<file path="src/rtl/mc_pkg.sv">
// Shared types for the multicycle MIPS control unit.
// Opcodes, state encodings, control-word bundle.
package mc_pkg;

    localparam int ST_W_DEF = 4;
    localparam int OP_W_DEF = 6;

    localparam logic [5:0] OP_RTYPE = 6'h00;
    localparam logic [5:0] OP_J     = 6'h02;
    localparam logic [5:0] OP_BEQ   = 6'h04;
    localparam logic [5:0] OP_ADDI  = 6'h08;
    localparam logic [5:0] OP_LW    = 6'h23;
    localparam logic [5:0] OP_SW    = 6'h2B;

    typedef enum logic [ST_W_DEF-1:0] {
        FETCH    = 4'd0,
        DECODE   = 4'd1,
        MEM_ADDR = 4'd2,
        MEM_RD   = 4'd3,
        MEM_WB   = 4'd4,
        MEM_WR   = 4'd5,
        EXEC     = 4'd6,
        R_WB     = 4'd7,
        BRANCH   = 4'd8,
        JUMP     = 4'd9,
        ADDI_EX  = 4'd10,
        ADDI_WB  = 4'd11
    } state_t;

    typedef enum logic [1:0] {
        ALU_ADD   = 2'b00,
        ALU_SUB   = 2'b01,
        ALU_FUNCT = 2'b10
    } alu_op_t;

    typedef enum logic [1:0] {
        PC_ALU    = 2'b00,
        PC_ALUOUT = 2'b01,
        PC_JUMP   = 2'b10
    } pc_src_t;

    localparam logic [1:0] SRCB_REG  = 2'b00;
    localparam logic [1:0] SRCB_FOUR = 2'b01;
    localparam logic [1:0] SRCB_IMM  = 2'b10;
    localparam logic [1:0] SRCB_BOFF = 2'b11;

    // pc_w is unconditional; pc_w_cond is gated by the ALU zero flag
    typedef struct packed {
        logic       pc_w;
        logic       pc_w_cond;
        pc_src_t    pc_src;
        logic       iord;
        logic       mem_r;
        logic       mem_w;
        logic       ir_w;
        logic       mem_to_reg;
        logic       reg_w;
        logic       reg_dst;
        logic       alu_src_a;
        logic [1:0] alu_src_b;
        alu_op_t    alu_op;
    } ctrl_t;

    function automatic logic is_mem_op(input logic [5:0] op);
        return (op == OP_LW) || (op == OP_SW);
    endfunction

endpackage

</file>
<file path="src/rtl/mc_ctrl_decode.sv">
// State -> control word table (pure Moore decode).
// ADDI states are decoded only with MC_CTRL_ADDI_EN defined.
module mc_ctrl_decode
    import mc_pkg::*;
(
    input  state_t state,
    output ctrl_t  ctrl
);

    always_comb begin
        ctrl = '0;
        unique case (state)
            FETCH: begin
                ctrl.mem_r     = 1'b1;
                ctrl.ir_w      = 1'b1;
                ctrl.alu_src_b = SRCB_FOUR;
                ctrl.alu_op    = ALU_ADD;
                ctrl.pc_src    = PC_ALU;
                ctrl.pc_w      = 1'b1;
            end
            DECODE: begin
                ctrl.alu_src_b = SRCB_BOFF;
                ctrl.alu_op    = ALU_ADD;
            end
            MEM_ADDR: begin
                ctrl.alu_src_a = 1'b1;
                ctrl.alu_src_b = SRCB_IMM;
                ctrl.alu_op    = ALU_ADD;
            end
            MEM_RD: begin
                ctrl.mem_r = 1'b1;
                ctrl.iord  = 1'b1;
            end
            MEM_WB: begin
                ctrl.reg_w      = 1'b1;
                ctrl.mem_to_reg = 1'b1;
            end
            MEM_WR: begin
                ctrl.mem_w = 1'b1;
                ctrl.iord  = 1'b1;
            end
            EXEC: begin
                ctrl.alu_src_a = 1'b1;
                ctrl.alu_src_b = SRCB_REG;
                ctrl.alu_op    = ALU_FUNCT;
            end
            R_WB: begin
                ctrl.reg_w   = 1'b1;
                ctrl.reg_dst = 1'b1;
            end
            BRANCH: begin
                ctrl.alu_src_a = 1'b1;
                ctrl.alu_src_b = SRCB_REG;
                ctrl.alu_op    = ALU_SUB;
                ctrl.pc_src    = PC_ALUOUT;
                ctrl.pc_w_cond = 1'b1;
            end
            JUMP: begin
                ctrl.pc_src = PC_JUMP;
                ctrl.pc_w   = 1'b1;
            end
`ifdef MC_CTRL_ADDI_EN
            ADDI_EX: begin
                ctrl.alu_src_a = 1'b1;
                ctrl.alu_src_b = SRCB_IMM;
                ctrl.alu_op    = ALU_ADD;
            end
            ADDI_WB: begin
                ctrl.reg_w = 1'b1;
            end
`endif
            default: ctrl = '0;
        endcase
    end

endmodule

</file>
<file path="src/rtl/mc_control_fsm.sv">
// Multicycle MIPS main control FSM: state register, next state, zero gating.
// Optional addi support with MC_CTRL_ADDI_EN defined.
module mc_control_fsm
    import mc_pkg::*;
#(
    parameter int ST_W = ST_W_DEF,
    parameter int OP_W = OP_W_DEF
) (
    input  logic            i_clk,
    input  logic            i_rst_n,
    input  logic [OP_W-1:0] i_opcode,
    input  logic            i_zero,
    output logic            o_pc_w_c,
    output logic [1:0]      o_pc_src,
    output logic            o_iord,
    output logic            o_mem_r,
    output logic            o_mem_w,
    output logic            o_ir_w,
    output logic            o_mem_to_reg,
    output logic            o_reg_w,
    output logic            o_reg_dst,
    output logic            o_alu_src_a,
    output logic [1:0]      o_alu_src_b,
    output logic [1:0]      o_alu_op,
    output logic [ST_W-1:0] o_state
);

    state_t state_q;
    state_t state_d;
    ctrl_t  ctrl;

    always_ff @(posedge i_clk or negedge i_rst_n) begin
        if (!i_rst_n) begin
            state_q <= FETCH;
        end else begin
            state_q <= state_d;
        end
    end

    always_comb begin
        state_d = FETCH;
        unique case (state_q)
            FETCH:    state_d = DECODE;
            DECODE: begin
                unique case (1'b1)
                    is_mem_op(i_opcode):    state_d = MEM_ADDR;
                    (i_opcode == OP_RTYPE): state_d = EXEC;
                    (i_opcode == OP_BEQ):   state_d = BRANCH;
                    (i_opcode == OP_J):     state_d = JUMP;
`ifdef MC_CTRL_ADDI_EN
                    (i_opcode == OP_ADDI):  state_d = ADDI_EX;
`endif
                    default:                state_d = FETCH;
                endcase
            end
            MEM_ADDR: state_d = (i_opcode == OP_LW) ? MEM_RD : MEM_WR;
            MEM_RD:   state_d = MEM_WB;
            EXEC:     state_d = R_WB;
`ifdef MC_CTRL_ADDI_EN
            ADDI_EX:  state_d = ADDI_WB;
`endif
            // terminal states and any unreachable encoding restart at FETCH
            default:  state_d = FETCH;
        endcase
    end

    mc_ctrl_decode u_decode (
        .state (state_q),
        .ctrl  (ctrl)
    );

    assign o_pc_w_c     = ctrl.pc_w | (ctrl.pc_w_cond & i_zero);
    assign o_pc_src     = ctrl.pc_src;
    assign o_iord       = ctrl.iord;
    assign o_mem_r      = ctrl.mem_r;
    assign o_mem_w      = ctrl.mem_w;
    assign o_ir_w       = ctrl.ir_w;
    assign o_mem_to_reg = ctrl.mem_to_reg;
    assign o_reg_w      = ctrl.reg_w;
    assign o_reg_dst    = ctrl.reg_dst;
    assign o_alu_src_a  = ctrl.alu_src_a;
    assign o_alu_src_b  = ctrl.alu_src_b;
    assign o_alu_op     = ctrl.alu_op;
    assign o_state      = ST_W'(state_q);

endmodule

</file>
<file path="config.mk">
export PLATFORM = sky130hd
export DESIGN_NAME = mc_control_fsm
export DESIGN_NICKNAME = d
export VERILOG_FILES = /design/src/rtl/mc_pkg.sv /design/src/rtl/mc_ctrl_decode.sv /design/src/rtl/mc_control_fsm.sv
export SDC_FILE = /design/constraint.sdc
export NUM_CORES = 1
export LEC_CHECK = 0
export ABC_AREA = 1
export CAP_MARGIN = 40
export CORE_MARGIN = 2
export CORE_UTILIZATION = 30
export DETAILED_ROUTE_END_ITERATION = 10
export MAX_ROUTING_LAYER = met4
export PLACE_DENSITY = 0.7
export SLEW_MARGIN = 20
export SYNTH_ARGS = -nofsm -noshare
export SYNTH_HDL_FRONTEND = slang
export SYNTH_HIERARCHICAL = 1
export SYNTH_SLANG_ARGS = --single-unit
</file>
<file path="constraint.sdc">
create_clock -name i_clk -period 3.25 [get_ports i_clk]
set_input_delay 0.4875 -clock i_clk [delete_from_list [all_inputs] [get_ports i_clk]]
set_output_delay 0.4875 -clock i_clk [all_outputs]
set_load 0.02 [all_outputs]
</file>
# Word-level counts from Yosys, hierarchy flattened
# Index checks and enable logic that the tools add are counted.
[word_totals] ff_bits=4 in_bits=9 output_inout_bits=19 word_cells=39
[classes] n_eq_ne=13 n_mux=15 n_bitwise=2 n_reduce_logical=8
[op_table] operator="4-bit case mux with 5 select lines" n=2
[op_table] operator="4-bit by 3-bit equality test with 1-bit output (second input constant)" n=4
[op_table] operator="4-bit case mux with 4 select lines" n=1
[op_table] operator="6-bit equality test (second input constant)" n=2
[op_table] operator="1-bit two-way mux" n=10
[op_table] operator="4-bit by 2-bit equality test with 1-bit output (second input constant)" n=2
[op_table] operator="4-bit equality test (second input constant)" n=2
[op_table] operator="2-bit OR reduction" n=4
[op_table] operator="6-bit by 2-bit equality test with 1-bit output (second input constant)" n=1
[op_table] operator="6-bit by 3-bit equality test with 1-bit output (second input constant)" n=1
[op_table] operator="6-bit zero test" n=1
[op_table] operator="4-bit by 1-bit equality test with 1-bit output (second input constant)" n=1
[op_table] operator="4-bit zero test" n=1
[op_table] operator="2-bit case mux with 2 select lines" n=1
[op_table] operator="3-bit two-way mux" n=1
[op_table] operator="3-bit OR reduction" n=1
[op_table] operator="1-bit bitwise AND" n=1
[op_table] operator="1-bit logical OR" n=1
[op_table] operator="1-bit bitwise OR" n=1

# Longest topological paths before layout
# Gate-level depths: netlist of the first run.
[logic_depth] depth_word=4 mapped_depth=6 mapped_depth_nobuf=6

# Modules after synthesis
# The synthesis of the first run kept the hierarchy.
[modules_own_cells] module="mc_control_fsm" instances=1 cells_per_inst=53 area_per_inst_um2=329.1 seq_area_each_um2=100.1
[modules_own_cells] module="mc_ctrl_decode" instances=1 cells_per_inst=41 area_per_inst_um2=160.2 seq_area_each_um2=0.0

# Worst setup path before layout of the first run
# OpenSTA, ideal clock, no wires.
[synth_path] kind="reg2out" start="register state_q[3] (netlist: o_state[3])" end="output o_pc_w_c" arrival_ns=1.360 required_ns=2.762 slack_ns=1.403 path_stages_with_launch=7 n_path_buf=1 cell_sequence="dfrtp_1 -> inv_1 -> nor2_1 -> nand2_1 -> inv_1 -> buf_4 -> a21o_1"
[synth_lines] element="from (decl)" line="mc_control_fsm.sv:28" rtl="state_t state_q;"
[synth_lines] element="from (signal assigned)" line="mc_control_fsm.sv:36" rtl="state_q <= state_d;"
[synth_lines] element="to (decl)" line="mc_control_fsm.sv:13" rtl="output logic o_pc_w_c,"

# Worst setup path in the final report of the first run
[layout_path] start="register state_q[1] (netlist: o_state[1])" end="output o_pc_w_c"
[layout_between] elab_chain_cells=4 word_cells_on_any_way=8 classes_between="eq/ne: 2; mux: 2; bitwise: 2; reduce/logical: 2"
[layout_rtl] element="4-bit equality test / 4-bit zero test (equally long branches)" line="mc_ctrl_decode.sv:12" rtl="unique case (state)"
[layout_rtl] element="2-bit OR reduction (no source line) / 1-bit two-way mux (equally long branches)"
[layout_rtl] element="1-bit two-way mux / 1-bit bitwise AND (equally long branches)" line="mc_ctrl_decode.sv:12, mc_control_fsm.sv:72"
[layout_rtl] element="1-bit bitwise OR *" line="mc_control_fsm.sv:72" rtl="assign o_pc_w_c = ctrl.pc_w | (ctrl.pc_w_cond & i_zero);"
# Mark *: on every way between the ends. The rest lies on a longest branch, timed or not.

==> results list, run 1 <==
- Along the worst path, the maximum fanout reaches 11.
- Time the worst path needs with I/O delays and setup: 2.36 ns
- Total number of vias: roughly 610
- Met3 track demand over resource: 4.49%
* Final-report hold violation count: 0
- At the worst endpoint, the required time is around 2.8 ns.
- In the routed layout, each cell is associated on average with a via count of 4.40.
* Pin count of the biggest net entering global routing: 12
- Result of the run: complete, no violations
* Most Used Layer, Global Route: met2
* Top-Level Pins: 28
- The die is about 44 um wide.
* Flop and latch count out of synthesis: 4
* Core Footprint: about 1500 um2
* Average detailed-routed wire length per instance: about 8.5 um
* Final GP Congestion: between 0.8 and 0.9
- For this configuration, the core starts out at a cell density of 32.1%.
- Max reg flops: 4
- Max IR drop VDD: ~0.19 mV
- Placement Rows: 14
- In this run the worst setup path begins at o_state[1].
- Average size of a mapped cell: roughly 5.2 um2
* Total of cells resized after clock tree synthesis: 0
* Worst Setup Start Kind: flop
- Clock sinks: 4
- STA classifies the critical path endpoint as an output port.
* Layout Cell Area excl Fill: 795 um2
- The number of pins with negative max-slew slack in the final report was 0.
- Worst-Skew Late Latency: 0.23 ns
- Summed over all layers, the routed wires come to ~1.2 mm.
* Transition time at the pin with the least slew margin: around 0.37 ns
- After synthesis, the netlist uses 14 different library cells.
* Synthesized net count: 103
- Number of antenna violations at the first check in global routing: 0
- For this run, the register share of the synthesized area comes to between 20% and 30%.
* Total gr overflow: 0
- Area share of the leading cell type in the synthesized netlist: 21.5%
- Leading cell type by number of instances after synthesis: sky130_fd_sc_hd__nand2_1
- Number of flops mapped to enable cells by yosys: 0
* Yosys top cell by area: sky130_fd_sc_hd__nand2_1
- Main synth FF type: sky130_fd_sc_hd__dfrtp_1
- After the last flow step, the layout net total stands at ~130.
* Number of hold-repair buffers added at the cts stage: 0
* Number of global-route vias before repair: about 560
- Remaining antenna violation count: 0
- Worst min-delay path class: input pin to asynchronous set/reset pin
* Die Area: between 1500 and 2000 um2
- Clock tree from TritonCTS: done
* Area growth syn-to-layout: 62.4%
- Leakage power figure: between 0.4 and 0.5 nW
* Total power divided by cell area: ~530 nW/um2
- Number of iterations in the first detailed-routing pass: 4
- Post-detailed-route DRC marker count: 0
* Synthesized instance count: 94
- In this run the tightest slew margin relative to its limit is about three quarters.
- Top area cells in the synthesized netlist: sky130_fd_sc_hd__nand2_1 (21%), sky130_fd_sc_hd__dfrtp_1 (20%), sky130_fd_sc_hd__nor2_1 (18%)
* Most numerous cell types in the synthesized netlist: sky130_fd_sc_hd__nand2_1 (28), sky130_fd_sc_hd__nor2_1 (23), sky130_fd_sc_hd__inv_1 (21), sky130_fd_sc_hd__nand3_1 (6), sky130_fd_sc_hd__dfrtp_1 (4)
* Data arrival at the endpoint of the critical path: between 1.5 and 2 ns
- IO Port Bufs: 27
* Setup repair after global routing missed its margin: false
* Asr flop ratio synth: 100%
- Number of warnings reported in the yosys synthesis log: 6
- Slack of the worst reg-to-reg path: 2.13 ns
- Count of final setup violators: 0
- CTS buffer count: 3
* Endpoint of the most critical register-to-register path: o_state[2]
* Cell count of the worst reg-to-reg path: 4
* Final clock period utilization by the worst path: 72.5%
- Share of post-route cells with drive strength above 1: under 10%
- By startpoint and endpoint, the worst setup path is classified as flop to output port.
- Across the run, the number of max-cap violations was 0.
- After routing, the total negative slack on setup checks comes to 0 ns.
* Diodes inserted: 0
- First-pass GRT wire length: about 2.1 mm
- Based on the critical path, the design can be clocked at up to around 420 MHz.
- Maximum buffer depth of the clock tree: 2
- After legalization and detailed placement, the total HPWL measured 1.04 mm.
- Fraction of met1 tracks used by global routing: between 10% and 20%
* Cell chosen for the clock root: sky130_fd_sc_hd__clkbuf_4
- Global routing consumed, over all layers together, around 15% of the routing resources.
- Worst clock skew: 0.00413 ns
- For this run, global-route usage on met2 was measured as a little over a quarter.
- After clock tree synthesis, the clock-pin slew on the worst setup and hold paths is 0.04 ns.
- Start of the worst register-to-register path: o_state[0]
- Number of H-tree levels: 1
- Netlist area before placement: between 400 and 500 um2
- Area of placed instances: 772 um2
- After clock tree synthesis, the setup repair step added 0 buffers.
- Die height: between 40 and 50 um
- Starting DRC count in detailed routing: 6
worst max-delay path, cell delays in order, from the launching register on:
cell                              delay (ns)
sky130_fd_sc_hd__dfrtp_1                0.50
sky130_fd_sc_hd__nor2_1                 0.23
sky130_fd_sc_hd__nand2_1                0.13
sky130_fd_sc_hd__inv_1                  0.08
sky130_fd_sc_hd__a21o_1                 0.11
sky130_fd_sc_hd__clkdlybuf4s50_1        0.59
power breakdown:
group	total [W]	switching (W)	leakage [nW]	internal [W]
combinational	0.000280	0.000153	0.359	0.000126
sequential	0.0000783	0.0000203	0.0532	0.0000580
clock	0.0000605	0.0000192	0.0138	0.0000412
total	0.000418	0.000193	0.426	0.000225
layout make-up:
type	instances	area, um2
fillers	158	729
multi-input cells	67	299
repair buffers	27	270
flip-flops and latches	4	100
inverters	22	82.6
clock buffers	3	22.5
well taps	16	20.0
metal layers:
metal | wire, um | vias up
li1 | - | 337
met1 | 453 | 246
met2 | 596 | 29
met3 | 133 | 0
met4 | 0 | 0
met5 | 0 | -
worst max-delay path by stage:
stage,endpoint,slack (ns),cells after the start
2_1_floorplan,o_pc_w_c,1.40,6
3_3_place_gp,o_pc_w_c,1.14,3
3_5_place_dp,o_pc_w_c,1.13,5
4_1_cts,o_pc_w_c,0.88,5
5_1_grt,o_pc_w_c,0.73,5
6_report,o_pc_w_c,0.89,5
metrics by stage:
step | hold slack (ns) | util, % | std cells | setup slack (ns) | total power [W]
final | 0.460 | 52.1 | 139 | 0.893 | 0.000418
after global routing | 0.461 | 52.1 | 139 | 0.730 | 0.000456
after CTS | 0.457 | 52.1 | 139 | 0.879 | 0.000424
after detailed placement | 0.703 | 50.7 | 136 | 1.13 | 0.000362
after global placement | 0.697 | 50.7 | 136 | 1.14 | 0.000358
after floorplan | 0.192 | - | 94 | 1.40 | 0.000238
cells by family (layout without fill, tap and decap cells):
group           count (synthesis)  count (layout)  synth area share, %
compound gates                  2               2                 2.56
buf+inv                        23              52                 18.4
flops                           4               4                 20.5
simple gates                   65              65                 58.6
layout by cell type (no fill, tap or decap), drive strengths merged:
| cell | count |
|---|---|
| nand2 | 30 |
| clkdlybuf4s50 | 27 |
| nor2 | 26 |
| inv | 22 |
| nand3 | 6 |
| dfrtp | 4 |
| clkbuf | 3 |
| nor3 | 2 |
| nand3b | 1 |
| a21oi | 1 |
| a21o | 1 |
Power figures use the tool's default switching activity.
==> inputs of run 2 (changes only) <==
PLACE_DENSITY = 0.72   (was 0.7)
clock period = 2 ns   (was 3.25 ns; I/O delays follow)
==> results list, run 2 (same netlist as run 1, synthesis figures left out) <==
* Result of the run: complete, no violations
- The leakage dissipation came to 0.641 nW (+51%).
* Detailed-placement wirelength estimate: 1.03 mm (-0.38%)
- Share of total power in sequential cells: 18.6% (about the same)
- The number of antenna violations at the first check in global routing was 0 (unchanged).
- The worst setup path is launched from a flop.
* Final clock period utilization by the worst path: between 90% and 100%
* IO Port Bufs: 27 (unchanged)
- Post-detailed-route DRC marker count: 0 (unchanged)
- The global route total overflow is 0 (unchanged).
- The diode insertion count for antenna repair was 0 (unchanged).
* Starting DRC count in detailed routing: 8 (+2)
- The maximum number of pins on one net before global-route repair came to 10 (-2).
- The overall global routing resource usage came to 15.0% (-0.061 points).
- The area after detailed placement came to 787 um2 (+1.9%).
- Setup ws final: 0.101 ns (-0.792 ns)
* CTS buffer count: 3 (unchanged)
- Relative to the synthesized area, the layout overhead comes to 75.2%.
* Total number of vias: 640 (+4.6%)
- Max Clock Freq: roughly 530 MHz
* Placement Rows: 14 (unchanged)
* Initial cell density of the core: 32.1% (unchanged)
- Kind of capture point of the worst setup path: output port
* Final GP Congestion: 0.850 (-1.1%)
* Max IR drop VDD: 0.331 mV (+77%)
* Relative contribution of combinational cells to total power: 67.2% (+0.4 points)
- The number of pins with negative max-slew slack in the final report came to 0 (unchanged).
- The number of setup violations in the final report is 0 (unchanged).
- Pre-CTS setup slack: 0.129 ns (-0.999 ns)
* Post-CTS clock slew at the launch and capture registers of the worst setup and hold paths: 0.04 ns (about the same)
* Max cap viols: 0 (unchanged)
- The worst hold slack after final layout is 0.268 ns (-0.192 ns).
- The clock latency on the worst-skew pair came to 0.23 ns (about the same).
- Setup repair after global routing left no endpoint under its margin.
- Maximum buffer depth of the clock tree: 2 (unchanged)
* Cell chosen for the clock root: sky130_fd_sc_hd__clkbuf_4
- Data required time of the critical path: 1.70 ns (-1.06 ns)
- Top-Level Pins: 28 (unchanged)
- The internal power came to 0.000367 W (+63%).
* Number of global-route vias before repair: 549 (-1.6%)
* Time the worst path needs with I/O delays and setup: between 1.5 and 2 ns
- Average vias per placed instance: 4.51 (+2.4%)
- The die height came to 44.4 um (unchanged).
- The number of nets with antenna violations after detailed routing was 0 (unchanged).
- The most critical setup path has its startpoint at o_state[0].
- The switching power came to 0.000320 W (+66%).
- Number of hold-repair buffers added at the cts stage: 0 (unchanged)
- The summed area of non-filler cells in the final layout was 857 um2 (+7.9%).
* Clock tree from TritonCTS: done
* Share of post-route cells with drive strength above 1: 15.1% (+6.1 points)
- The arrival time of data at the critical path endpoint came to 1.60 ns (-0.27 ns).
- The detailed-route wire length per cell was 8.81 um (+3.5%).
- The number of failing hold endpoints at the final stage came to 0 (unchanged).
- The startpoint identified for the worst register-to-register timing path is o_state[3].
* Worst slew margin relative to its limit: 84.2% (+9.0 points)
- Transition time at the pin with the least slew margin: 0.235 ns (-0.136 ns)
- Number of iterations in the first detailed-routing pass: 3 (-1)
- Worst min-delay path class: input pin to asynchronous set/reset pin
- Switching share of power: 46.5% (+0.41 points)
* Clock sinks: 4 (unchanged)
- Max reg flops: 4 (unchanged)
* Number of H-tree levels: 1 (unchanged)
* Post-layout net count: 137 (+2.2%)
* Die Area: 1970 um2 (unchanged)
- Leaving out fill and tap cells, the most frequent cell in the layout is sky130_fd_sc_hd__nand2_1.
- Clock share of power: 14.2% (-0.3 points)
- Total wire length after detailed routing: 1.25 mm (+5.7%)
- The total chip power came to 0.000687 W (+64%).
- Total power divided by cell area: 802 nW/um2 (+52%)
- The worst clock skew came to 0.00226 ns (-0.00187 ns).
* TNS Setup: 0 ns (unchanged)
- Critical setup path kind: flop to output port
* Die span in x: 44.4 um (unchanged)
* Core Footprint: 1520 um2 (unchanged)
- The wire length of the first global-routing pass was 2.12 mm (-0.66%).
- Crit path max fanout: 8 (-3)
- Commonest non-fill, non-tap cells in the layout: sky130_fd_sc_hd__nand2_1 (28), sky130_fd_sc_hd__nor2_1 (21), sky130_fd_sc_hd__inv_1 (21)
-- run 2: changes by cell type in the layout (fill, tap and decap cells not counted), sizes merged --
cell           delta
dlygate4sd2       +1
dlymetal6s2s     +13
clkdlybuf4s50    -14
buf               +3
-- run 2: repair_timing --
action,in CTS,in global routing
resized for setup,4,15
buffers inserted,0,1
gates cloned,0,0
endpoints found under the setup margin,12,14
-- run 2: area by class of cell --
type                    instances  area (um2)
well taps                      16        20.0
multi-input cells              67         304
inverters                      22        82.6
fillers                       155         667
clock buffers                   3        22.5
repair buffers                 30         324
flip-flops and latches          4         104
-- run 2: metrics by stage --
step	utilization, %	cells
2_1_floorplan	-	94
3_3_place_gp	51.6	138
3_5_place_dp	51.6	138
4_1_cts	53.4	141
5_1_grt	56.2	142
6_report	56.2	142
-- run 2: final timing paths --
kind / endpoint / slack [ns] / cells after the start
setup / recovery: o_pc_src[1] / 0.10 / 5
hold / removal: o_state[1] / 0.27 / 1
setup reg to reg: o_state[2] / 0.84 / 6
hold reg to reg: o_state[0] / 0.69 / 3
max in group asynchronous: o_state[0] / 1.55 / 1
min in group i_clk: o_state[0] / 0.69 / 3
-- run 2: metal layers --
metal / share of wire (%) / GRT usage [%] / wire length, um
met5: 0 / - / 0
met4: 0 / 7.27 / 0
met3: 11 / 4.49 / 134
met2: 49 / 25.9 / 619
met1: 40 / 15.4 / 498
-- run 2: critical path, cell delays in order, from the launching register on --
cell and delay, ns:
sky130_fd_sc_hd__dfrtp_2 0.43, sky130_fd_sc_hd__inv_1 0.09, sky130_fd_sc_hd__nor2_2 0.13, sky130_fd_sc_hd__nand2_1 0.08, sky130_fd_sc_hd__inv_1 0.05, sky130_fd_sc_hd__clkdlybuf4s50_1 0.59
-- run 2: power groups by stage --
stage	registers, W	logic [W]	clock network (W)
after floorplan	0.000137	0.000249	0
after global placement	0.000123	0.000460	0
after detailed placement	0.000126	0.000463	0
after CTS	0.000130	0.000458	0.0000997
after global routing	0.000131	0.000504	0.000114
final	0.000128	0.000462	0.0000972
==> edit (flow settings as in run 2) <==
Build with the macro `MC_CTRL_ADDI_EN` defined.
--- a/src/rtl/mc_ctrl_decode.sv
+++ b/src/rtl/mc_ctrl_decode.sv
@@ -2,2 +2,4 @@
 // ADDI states are decoded only with MC_CTRL_ADDI_EN defined.
+`define MC_CTRL_ADDI_EN
+
 module mc_ctrl_decode
Behaviour: not the same (Yosys sat finds a counterexample within 4 cycles, from zero or initial values and one cycle with i_rst_n low).
==> edit against run 2 <==
Total power down 8.1%; sequential cell count stayed put; worst setup slack got worse by 0.019 ns; critical path depth unchanged; synthesized area increased by 5.6%; count of clock-buffer cells in the layout is the same; routed wire length rose by 9.0%; largest power group unchanged; final area decreased by 0.44%.
==> edit: results (changes against run 2) <==
| Metric | Value |
|---|---|
| H-Tree Depth | `1 (unchanged)` |
| Max Clock Freq | `521 MHz (was 527 MHz)` |
| Placed inst area | `800 um2 (was 787 um2)` |
| Total Wirelength | `1.36 mm (was 1.25 mm)` |
| Vias in the first global route | `560 (was 549)` |
| Share of layout cells above drive strength 1 | `12.2% (was 15.1%)` |
| Clock Tree Root | `clkbuf_4 (unchanged)` |
| HP Class | `primary input to async pin (unchanged)` |
| Ys async rst share | `100% (unchanged)` |
| Internal Power | `344 uW (was 367 uW)` |
| Slowest CP cell | `clkdlybuf4s50_1 (unchanged)` |
| Detail Route Antenna Nets | `0 (unchanged)` |
| GRT Total Usage | `13.8% (was 15.0%)` |
| Num CTS Buffers | `3 (unchanged)` |
| Residual DRC count | `0 (unchanged)` |
| Port Buffers | `27 (unchanged)` |
| GPL Wtd Cong | `0.891 (was 0.850)` |
| Synth area leaders | `nand2_1 25%, dfrtp_1 19%, inv_1 15% (was nand2_1 21%, dfrtp_1 20%, nor2_1 18%)` |
| Synth warnings | `6 (unchanged)` |
| # Post-CTS Setup Buffers | `0 (unchanged)` |
| Worst reg-to-reg setup slack | `0.94 ns (was 0.84 ns)` |
| Count of different cell masters after synthesis | `14 (unchanged)` |
| Synth cell count leaders | `34 x nand2_1, 20 x inv_1, 19 x nor2_1 (was 28 x nand2_1, 23 x nor2_1, 21 x inv_1)` |
| Leakage | `0.000610 uW (was 0.000641 uW)` |
| Hpwl dp | `1.17 mm (was 1.03 mm)` |
| Largest net degree at the start of global routing | `11 (was 10)` |
| Antenna violations before repair | `0 (unchanged)` |
| Largest register FFs | `4 (unchanged)` |
| Worst EP arrival | `1.62 ns (was 1.60 ns)` |
| Crit path max-delay family | `buffers and inverters (unchanged)` |
| Resized cells post-CTS | `4 (unchanged)` |
| Slew @ Worst Pin | `0.238 ns (was 0.235 ns)` |
| CP Max Fanout | `8 (unchanged)` |
| First-pass GRT wire length | `2.10 mm (was 2.12 mm)` |
| Clock Skew | `0.000891 ns (was 0.00226 ns)` |
| Predominant post-synthesis flop cell | `dfrtp_1 (unchanged)` |
| Place WS | `0.106 ns (was 0.129 ns)` |
| Worst-Skew Late Latency | `0.22 ns` |
| Via density | `4.56 (was 4.51)` |
| Clock tree buffer depth | `2 (unchanged)` |
| Sequential fraction of the synthesis area | `19.4% (was 20.5%)` |
| Fin nets | `142 (was 137)` |
| Clock transition at path regs | `0.04 ns (about the same)` |
| Drt pass-1 iters | `4 (was 3)` |
| Antenna Cells | `0 (unchanged)` |
| Outcome | `complete, no violations (unchanged)` |
| Peak supply drop | `0.000363 V (was 0.000331 V)` |
| First DRT Iteration DRCs | `7 (was 8)` |
| Crit-path max cell delay | `0.59 ns (about the same)` |
| Syn Nets | `111 (was 103)` |
-- edit: changes by cell type in the layout (fill, tap and decap cells not counted), sizes merged --
cell / delta
buf: -3
clkdlybuf4s50: +4
nand3: +4
clkinv: +1
dlymetal6s2s: -4
nor3: -2
a21oi: -1
inv: -1
nand2: +4
nor2: -1
o21ai: +4
-- edit: final cells by class --
| class | instances | area (um2) |
|---|---|---|
| well taps | 16 | 20.0 |
| clock buffers | 3 | 22.5 |
| inverters | 22 | 82.6 |
| multi-input cells | 75 | 332 |
| flip-flops and latches | 4 | 105 |
| fillers | 157 | 706 |
| repair buffers | 27 | 292 |
-- edit: cells by family (layout without fill, tap and decap cells) --
logic type | after synthesis | count (layout) | share of synthesized area, %
simple gates | 70 | 70 | 57.9
buf+inv | 23 | 52 | 17.4
flops | 4 | 4 | 19.4
compound gates | 5 | 5 | 5.33
-- edit: final timing paths --
kind / start / endpoint / cells past startpoint
max in group asynchronous: i_rst_n / o_state[2] / 1
worst max-delay path: o_state[2] / o_alu_op[1] / 5
worst max register to register: o_state[3] / o_state[2] / 5
worst min-delay path: i_rst_n / o_state[3] / 1
min in group i_clk: o_state[1] / o_state[0] / 3
worst min register to register: o_state[1] / o_state[0] / 3
-- edit: metal layers --
layer	routed length, um	up-vias	track usage, %
met4	0	0	3.53
met2	705	26	27.6
met3	105	0	0.397
li1	-	359	-
met1	553	286	14.5
met5	0	-	-
-- edit: metrics by stage --
| stage | hold WS, ns | instances |
|---|---|---|
| finish | 0.276 | 147 |
| global route | 0.278 | 147 |
| CTS | 0.279 | 147 |
| detailed placement | 0.513 | 144 |
| global placement | 0.513 | 144 |
| floorplan | 0.00441 | 102 |
-- edit: power by group through the flow --
stage                     Combinational, uW  Sequential (uW)  Clock, uW
final                                   404              132       95.4
after global placement                  413              126          0
after CTS                               410              128       97.4
after floorplan                         220              140          0
after global routing                    442              137        104
after detailed placement                417              128          0
-- edit: worst reg2reg max path, delay by kind of cell, from the launching register on --
family,cells,cell delay (ns)
flip-flops,1,0.45
AND/OR/NAND/NOR,4,0.47
buffers and inverters,1,0.07
